==> config.mk <==
export PLATFORM = sky130hd
export DESIGN_NAME = serial_subtractor_flat
export DESIGN_NICKNAME = d
export VERILOG_FILES = /design/src/rtl/serial_sub_pkg.sv /design/src/rtl/serial_subtractor_if.sv /design/src/rtl/serial_subtractor_fs.sv /design/src/rtl/serial_subtractor.sv /design/src/flat_wrapper.sv
export SDC_FILE = /design/constraint.sdc
export NUM_CORES = 1
export LEC_CHECK = 0
export BUFFER_PORTS_ARGS = -buffer_cell sky130_fd_sc_hd__buf_2
export CORE_AREA = 2 2 59 61
export DETAILED_ROUTE_END_ITERATION = 10
export DIE_AREA = 0 0 61 63
export PLACE_DENSITY = 0.76
export SYNTH_ARGS = -nofsm -noshare
export SYNTH_HDL_FRONTEND = slang
export SYNTH_SLANG_ARGS = --single-unit
==> constraint.sdc <==
create_clock -name clk -period 1.6 [get_ports clk]
set_input_delay 0.32 -clock clk [delete_from_list [all_inputs] [get_ports clk]]
set_output_delay 0.32 -clock clk [all_outputs]
set_load 0.02 [all_outputs]
==> src/rtl/serial_sub_pkg.sv <==
// Shared types and sizing helpers for the bit-serial subtractor.
package serial_sub_pkg;

  typedef enum logic [1:0] {
    IDLE  = 2'd0,
    SHIFT = 2'd1,
    DONE  = 2'd2
  } state_t;

  localparam int unsigned DEF_WIDTH = 8;

  // Bit-step counter width for a given operand width.
  function automatic int unsigned cnt_width(input int unsigned w);
    return $clog2(w + 1);
  endfunction

endpackage

==> src/rtl/serial_subtractor_if.sv <==
// Start/operand/result bundle between a requester and the serial subtractor.
interface serial_subtractor_if #(
  parameter int unsigned WIDTH = serial_sub_pkg::DEF_WIDTH
);
  logic             start;
  logic [WIDTH-1:0] A;
  logic [WIDTH-1:0] B;
  logic             bIn;
  logic             busy;
  logic             done;
  logic [WIDTH:0]   diff;

  modport master (output start, A, B, bIn, input busy, done, diff);
  modport slave  (input start, A, B, bIn, output busy, done, diff);
endinterface

==> src/rtl/serial_subtractor_fs.sv <==
// Combinational 1-bit full subtractor: diff = A - B - bIn, bOut = borrow.
module serial_subtractor_fs (
  input  logic A,
  input  logic B,
  input  logic bIn,
  output logic diff,
  output logic bOut
);
  assign diff = A ^ B ^ bIn;
  assign bOut = (~A & B) | (~(A ^ B) & bIn);
endmodule

==> src/rtl/serial_subtractor.sv <==
// Bit-serial unsigned subtractor: A - B - bIn over WIDTH cycles, one FS cell.
module serial_subtractor
  import serial_sub_pkg::*;
#(
  parameter int unsigned WIDTH = DEF_WIDTH
) (
  input logic                 clk,
  input logic                 rst_n,
  serial_subtractor_if.slave  bus
);

  localparam int unsigned CW = cnt_width(WIDTH);
  localparam int unsigned RW = WIDTH - 1;

  state_t           state_q, state_d;
  logic [WIDTH-1:0] a_sr, b_sr;
  logic [RW-1:0]    res_sr;
  logic             borrow;
  logic [CW-1:0]    cnt_q;
  logic [WIDTH:0]   diff_q;
  logic             busy_q, done_q;

  logic             load_c, step_c, busy_d, done_d;
  logic             last_c;
  logic             d_c, bo_c;

  assign last_c = (cnt_q == CW'(WIDTH - 1));

  serial_subtractor_fs u_fs (
    .A    (a_sr[0]),
    .B    (b_sr[0]),
    .bIn  (borrow),
    .diff (d_c),
    .bOut (bo_c)
  );

  // State register
  always_ff @(posedge clk or negedge rst_n) begin
    if (!rst_n) state_q <= IDLE;
    else        state_q <= state_d;
  end

  // Next-state logic
  always_comb begin
    state_d = state_q;
    case (state_q)
      IDLE:    if (bus.start) state_d = SHIFT;
      SHIFT:   if (last_c)    state_d = DONE;
      DONE:    state_d = bus.start ? SHIFT : IDLE;
      default: state_d = IDLE;
    endcase
  end

  // Control decode; busy/done are derived from the next state and then registered
  always_comb begin
    load_c = 1'b0;
    step_c = 1'b0;
    busy_d = 1'b0;
    done_d = 1'b0;
    case (state_q)
      IDLE, DONE: load_c = bus.start;
      SHIFT:      step_c = 1'b1;
      default:    ;
    endcase
    busy_d = (state_d == SHIFT);
    done_d = (state_d == DONE);
  end

  // Operand/result datapath
  always_ff @(posedge clk or negedge rst_n) begin
    if (!rst_n) begin
      a_sr   <= '0;
      b_sr   <= '0;
      res_sr <= '0;
      borrow <= 1'b0;
      cnt_q  <= '0;
      diff_q <= '0;
    end else if (load_c) begin
      a_sr   <= bus.A;
      b_sr   <= bus.B;
      borrow <= bus.bIn;
      cnt_q  <= '0;
    end else if (step_c) begin
      a_sr   <= a_sr >> 1;
      b_sr   <= b_sr >> 1;
      borrow <= bo_c;
      cnt_q  <= cnt_q + CW'(1);
      // LSB-first difference bits enter at the top and settle toward bit 0
      res_sr <= (res_sr >> 1) | (RW'(d_c) << (RW - 1));
      if (last_c) diff_q <= {bo_c, d_c, res_sr};
    end
  end

  // Status registers
  always_ff @(posedge clk or negedge rst_n) begin
    if (!rst_n) begin
      busy_q <= 1'b0;
      done_q <= 1'b0;
    end else begin
      busy_q <= busy_d;
      done_q <= done_d;
    end
  end

  assign bus.busy = busy_q;
  assign bus.done = done_q;
  assign bus.diff = diff_q;

endmodule
==> src/flat_wrapper.sv <==
// flat-port wrapper written by rule: the top's interface ports become plain ports
module serial_subtractor_flat import serial_sub_pkg::*;
#(
  parameter int unsigned WIDTH = DEF_WIDTH
)
  (clk, rst_n, bus_start, bus_A, bus_B, bus_bIn, bus_busy, bus_done, bus_diff);
  serial_subtractor_if #(.WIDTH(WIDTH)) bus_i ();
  input logic clk;
  input logic rst_n;
  input wire logic [$bits(bus_i.start)-1:0] bus_start;
  input wire logic [$bits(bus_i.A)-1:0] bus_A;
  input wire logic [$bits(bus_i.B)-1:0] bus_B;
  input wire logic [$bits(bus_i.bIn)-1:0] bus_bIn;
  output wire logic [$bits(bus_i.busy)-1:0] bus_busy;
  output wire logic [$bits(bus_i.done)-1:0] bus_done;
  output wire logic [$bits(bus_i.diff)-1:0] bus_diff;
  assign bus_i.start = bus_start;
  assign bus_i.A = bus_A;
  assign bus_i.B = bus_B;
  assign bus_i.bIn = bus_bIn;
  assign bus_busy = bus_i.busy;
  assign bus_done = bus_i.done;
  assign bus_diff = bus_i.diff;
  serial_subtractor #(.WIDTH(WIDTH)) u_core (.clk(clk), .rst_n(rst_n), .bus(bus_i));
endmodule
# == Word level (Yosys, flattened, before mapping) ==
# Cells that the tools add are included.
# W data, S select, Z words.
# totals
wordCells,43
ff_bits,41
out_inout_bits,11
in_bits,20
# op_classes
addsub,1
eq_ne,5
bitwise,9
muxes,14
reduce_logical,5
# ops
op,count
$mux W8,4
$mux W4,2
$or A6 B7 Y7,1
$pmux W2 S3,1
$mux W1,5
$add A4 B1 Y4 const B,1
$eq A2 B1 Y1 const B,2
$eq A2 B2 Y1 const B,2
$eq A4 B3 Y1 const B,1
$mux W2,2
$not A1 Y1,3
$reduce_and A3 Y1,1
$and A1 B1 Y1,2
$logic_not A2 Y1,1
$reduce_and A2 Y1,1
$reduce_bool A2 Y1,1
$reduce_or A2 Y1,1
$xor A1 B1 Y1,2
$or A1 B1 Y1,1

# == Longest topological paths before layout ==
# logic_depth
depth_word,6
depth_mapped,5
depth_no_buf,4

# == Modules after synthesis ==
# From an unflattened synthesis, not the netlist that was laid out.
# unflattened
cells_unflattened,167
hier_area_um2,1702.9
# by_module_without_submodules
mod,seq_area_each_um2,n_inst,area_per_inst_um2,cells_each
serial_subtractor,1026.0,1,1671.6,163
serial_subtractor_fs,0.0,1,31.3,4

# == Worst setup path before layout ==
# No wires, ideal clock.
# synth_timing
kind,reg-to-reg
start,register u_core.state_q[1]
end,register u_core.diff_q[0] (netlist: u_core.bus.diff[0])
n_path_buf,1
setup_time_ps,125
period_less_slack_ps,1457
path_stages_with_launch,5
slack_ps,143
arrival_ps,1333
t_required_ps,1475
path_cell_list,dfrtp_1 > nand2b_1 > buf_6 > nor3_4 > mux2_2
# synth_between
elab_chain_cells,5
word_cells_on_any_way,8
classes_between,2 x eq/ne; 2 x mux; 1 x bitwise; 3 x reduce/logical
# synth_lines
item,line,rtl
from (decl),serial_subtractor.sv:15,"state_t state_q, state_d;"
from (signal assigned),serial_subtractor.sv:40,else state_q <= state_d;
$eq A2 B2 Y1 / $logic_not A2 Y1 (equally long branches),serial_subtractor.sv:60,case (state_q)
$reduce_or A2 Y1,serial_subtractor.sv:60,
$mux W1,serial_subtractor.sv:60,
$not A1 Y1 (no source line),-,
$reduce_and A3 Y1 (no source line) *,-,
to (signal assigned),serial_subtractor.sv:90,"if (last_c) diff_q <= {bo_c, d_c, res_sr};"
to (decl),serial_subtractor.sv:20,logic [WIDTH:0] diff_q;
# Every way passes the cells marked *; elsewhere a longest branch is shown, timed or not.
# A chain may end at the register's enable or synchronous reset.

# == Worst setup path in the final report ==
# layout_timing
start,register u_core.cnt_q[1]
end,register u_core.diff_q[1] (netlist: u_core.bus.diff[1])
# layout_between
elab_chain_cells,2
# layout_lines
item,line,rtl
from (decl),serial_subtractor.sv:19,logic [CW-1:0] cnt_q;
from (signal assigned),serial_subtractor.sv:87,cnt_q <= cnt_q + CW'(1);
$eq A4 B3 Y1,serial_subtractor.sv:27,assign last_c = (cnt_q == CW'(WIDTH - 1));
$reduce_and A3 Y1 (no source line),-,
# No other way between the ends.

==> report_table.html <==
<table>
<tr><th>Metric</th><th>Value</th></tr>
<tr><th colspan="2">Status</th></tr>
<tr><td>Run status</td><td>finished clean</td></tr>
<tr><th colspan="2">Timing</th></tr>
<tr><td>Final Setup Violations</td><td>0</td></tr>
<tr><td>Max-slew headroom at the worst pin</td><td>57.1%</td></tr>
<tr><td>Post-route minimum period</td><td>1.50 ns</td></tr>
<tr><td>Endpoints failing hold</td><td>0</td></tr>
<tr><td>Actual slew at the worst max-slew pin</td><td>0.643 ns</td></tr>
<tr><td>Post-route fraction of the period consumed by the critical path</td><td>94.0%</td></tr>
<tr><td>Highest Clock Rate</td><td>665 MHz</td></tr>
<tr><td>Setup tns final</td><td>0 ns</td></tr>
<tr><td>Final-report max-slew violation count</td><td>0</td></tr>
<tr><td>Setup repair after global routing missed its margin</td><td>false</td></tr>
<tr><td>Worst Hold Slack</td><td>0.0276 ns</td></tr>
<tr><td>Fin Clk Skew</td><td>0.00766 ns</td></tr>
<tr><th colspan="2">Clocking</th></tr>
<tr><td>Maximum clock path buffer count</td><td>2</td></tr>
<tr><td>Clock H-tree levels</td><td>2</td></tr>
<tr><td>Sinks on Clock Net</td><td>41</td></tr>
<tr><td>Clk_lat worst skew</td><td>0.34 ns</td></tr>
<tr><td>CTS tree</td><td>done</td></tr>
<tr><td>Clock root buffer master</td><td>sky130_fd_sc_hd__clkbuf_4</td></tr>
<tr><td>Clock slew at reported path FFs</td><td>0.11 ns</td></tr>
<tr><td>Total CTS buffers</td><td>5</td></tr>
<tr><th colspan="2">Floorplan</th></tr>
<tr><td>Horizontal extent of the die</td><td>61 um</td></tr>
<tr><td>Floorplan die area</td><td>3840 um^2</td></tr>
<tr><td>Count of boundary I/O pins</td><td>31</td></tr>
<tr><td>Floorplan core area</td><td>3230 um^2</td></tr>
<tr><td>Overall die height</td><td>63 um</td></tr>
<tr><td>Initial Utilization</td><td>52.1%</td></tr>
<tr><td>Cell row count</td><td>21</td></tr>
<tr><th colspan="2">GRT</th></tr>
<tr><td>Global routing usage summed across all routing layers</td><td>18.7%</td></tr>
<tr><td>Sum of overflow across all layers after global routing</td><td>0</td></tr>
<tr><td>Vias in the first global route</td><td>1147</td></tr>
<tr><td>Pin count of the biggest net entering global routing</td><td>42</td></tr>
<tr><td>Antenna violations before repair</td><td>0</td></tr>
<tr><td>Wire length of the first global-routing pass</td><td>5.30 mm</td></tr>
<tr><th colspan="2">Yosys</th></tr>
<tr><td>Flop and latch count out of synthesis</td><td>41</td></tr>
<tr><td>Mean cell area of the mapped netlist</td><td>11.2 um^2</td></tr>
<tr><td>Fraction of the yosys area taken by sequential cells</td><td>60.9%</td></tr>
<tr><td>Post-synth cell types</td><td>24</td></tr>
<tr><td>Synthesized area</td><td>1680 um^2</td></tr>
<tr><td>Async set or reset register ratio after synthesis</td><td>100%</td></tr>
<tr><td>Area share of the largest cell type after synthesis</td><td>60.9%</td></tr>
<tr><td>Post-synth EDFFs</td><td>0</td></tr>
<tr><td>Most instantiated flip-flop cell in the synthesis netlist</td><td>sky130_fd_sc_hd__dfrtp_1</td></tr>
<tr><td>Gate count of the mapped netlist</td><td>150</td></tr>
<tr><td>Post-synth top area cell</td><td>sky130_fd_sc_hd__dfrtp_1</td></tr>
<tr><td>Count of yosys warnings during synthesis</td><td>0</td></tr>
<tr><td>Syn nets</td><td>172</td></tr>
<tr><td>Area contributors post-synth</td><td>sky130_fd_sc_hd__dfrtp_1 (61%), sky130_fd_sc_hd__nand2_1 (8.5%), sky130_fd_sc_hd__a22oi_1 (6.2%), sky130_fd_sc_hd__mux2_2 (6.0%), sky130_fd_sc_hd__nand3_1 (4.2%)</td></tr>
<tr><th colspan="2">Placement</th></tr>
<tr><td>Count of port buffers added during placement</td><td>30</td></tr>
<tr><td>Placed wire-length estimate after detailed placement</td><td>2.25 mm</td></tr>
<tr><td>Final RePlAce weighted congestion</td><td>0.743</td></tr>
<tr><th colspan="2">Finish</th></tr>
<tr><td>Most common cell after layout, fill and taps aside</td><td>sky130_fd_sc_hd__dfrtp_1</td></tr>
<tr><td>Count of antenna diodes in the layout</td><td>0</td></tr>
<tr><td>Highest-count cells in the layout ignoring fill and taps</td><td>sky130_fd_sc_hd__dfrtp_1 (41), sky130_fd_sc_hd__nand2_1 (38), sky130_fd_sc_hd__buf_2 (30), sky130_fd_sc_hd__a22oi_1 (14), sky130_fd_sc_hd__nand3_1 (14)</td></tr>
<tr><td>Fraction of layout instances using a drive strength above 1</td><td>29.6%</td></tr>
<tr><td>Layout net count</td><td>208</td></tr>
<tr><td>Area growth from synthesis to layout</td><td>17.5%</td></tr>
<tr><th colspan="2">Critical path</th></tr>
<tr><td>Max FO, Critical Path</td><td>10</td></tr>
<tr><td>Critical path required time</td><td>1.83 ns</td></tr>
<tr><td>Worst endpoint data arrival time</td><td>1.73 ns</td></tr>
<tr><td>Startpoint type of the worst setup path</td><td>flip-flop</td></tr>
<tr><td>Crit Path Category</td><td>flip-flop to flip-flop</td></tr>
<tr><td>CP delay by family, top</td><td>flip-flops</td></tr>
<tr><td>Ordered list of cells on the worst path</td><td>ha_1, nand2_1, nor3_4, buf_12, mux2_2</td></tr>
<tr><td>Critical Path Sink Type</td><td>flip-flop</td></tr>
<tr><td>Worst path slowest cell</td><td>sky130_fd_sc_hd__dfrtp_1</td></tr>
<tr><td>Bufs and invs on worst path</td><td>1</td></tr>
<tr><td>Delay of the slowest critical-path stage</td><td>0.40 ns</td></tr>
<tr><th colspan="2">Route</th></tr>
<tr><td>WL per Instance</td><td>13.8 um</td></tr>
<tr><td>Drt via density</td><td>5.38</td></tr>
<tr><td>Total Wirelength</td><td>3.21 mm</td></tr>
<tr><td>Number of vias in the routed layout</td><td>1248</td></tr>
<tr><td>Remaining antenna violation count</td><td>0</td></tr>
<tr><td>First-pass DRT Iterations</td><td>4</td></tr>
<tr><td>Number of design-rule violations left by the first detailed-router iteration</td><td>50</td></tr>
<tr><td>Count of unresolved DRC violations after routing</td><td>0</td></tr>
<tr><th colspan="2">Pwr</th></tr>
<tr><td>Peak supply drop</td><td>0.791 mV</td></tr>
<tr><td>Power per cell area</td><td>1990 nW/um^2</td></tr>
<tr><td>Cell leakage power</td><td>0.00101 uW</td></tr>
<tr><th colspan="2">Worst hold path</th></tr>
<tr><td>Class of the most critical hold timing path</td><td>input pin to async pin</td></tr>
<tr><th colspan="2">Flow run</th></tr>
<tr><td>Max-cap viol count</td><td>0</td></tr>
</table>
## state kept, by name (all words and copies together), names as in the netlist
register and cells:
u_core.a_sr 8, u_core.b_sr 8, u_core.borrow 1, u_core.bus.busy 1, u_core.bus.diff 9, u_core.bus.done 1, u_core.cnt_q 4, u_core.res_sr 7
u_core.state_q 2
## cell type report
type	instances	area [um^2]
tap	46	57.6
fill	276	1250
clock buffer	7	55.1
timing repair buffer	39	230
multi-input combinational	97	603
inverter	2	7.51
sequential	41	1030
## kinds of logic after synthesis
family / share of synthesized area (%)
simple gates: 16.6
compound gates: 8.99
flops: 60.9
mux: 7.80
xor+xnor: 0.520
buf+inv: 3.27
fa+ha+maj: 1.93
## where the power goes
part           internal (uW)  total [uW]  switching [uW]
clock network            208         511             303
logic                    710        1640             927
registers               1500        1790             287
## path summary, 6_finish.rpt
| path | startpoint | end | slack (ns) | depth (start not counted) |
|---|---|---|---|---|
| setup / recovery | u_core.cnt_q[1] | u_core.bus.diff[1] | 0.1 | 5 |
| setup reg to reg | u_core.cnt_q[1] | u_core.bus.diff[1] | 0.1 | 5 |
| max in group asynchronous | rst_n | u_core.state_q[0] | 1.23 | 2 |
| hold / removal | rst_n | u_core.a_sr[0] | 0.03 | 2 |
| min in group clk | bus_B[0] | u_core.b_sr[0] | 0.19 | 3 |
| hold reg to reg | u_core.res_sr[0] | u_core.res_sr[0] | 0.48 | 2 |
## through the flow
stage          power [uW]  instance area [um^2]  utilization (%)  cells  setup WS, ns
2_1_floorplan        2940                  1680                -    150         0.143
3_3_place_gp         3320                  1920             59.3    224         0.188
3_5_place_dp         3430                  1920             59.3    224        0.0965
4_1_cts              3940                  1970             61.0    231        0.0782
5_1_grt              4250                  1980             61.2    232       0.00725
6_report             3940                  1980             61.2    232        0.0954
## worst reg2reg max path: cells and delay by family (launching register included)
family | cells | cell delay (ns)
flops | 1 | 0.40
simple gates | 2 | 0.30
fa+ha+maj | 1 | 0.21
mux | 1 | 0.33
buf+inv | 1 | 0.16
## layer usage
metal,global-route usage [%],share of wire (%)
met1,24.3,43
met4,4.89,1.2
met3,5.59,5.2
met5,0,0
met2,30.0,50
## synth_stat cells, types with 2 or more instances
cell	n
sky130_fd_sc_hd__mux2_2	9
sky130_fd_sc_hd__buf_2	2
sky130_fd_sc_hd__a22oi_1	14
sky130_fd_sc_hd__nor3_1	2
sky130_fd_sc_hd__mux2i_1	3
sky130_fd_sc_hd__inv_1	2
sky130_fd_sc_hd__a22o_1	3
sky130_fd_sc_hd__nand2_1	38
sky130_fd_sc_hd__nand3_1	14
sky130_fd_sc_hd__nand2b_1	2
sky130_fd_sc_hd__o21ai_0	2
sky130_fd_sc_hd__dfrtp_1	41
sky130_fd_sc_hd__clkbuf_1	6
sky130_fd_sc_hd__nor2_1	2
## repair_timing
action	CTS	global route
gates resized for setup	0	0
hold buffers	0	0
setup buffers	0	1
setup endpoints to repair	0	7
Power figures use the tool's default switching activity.
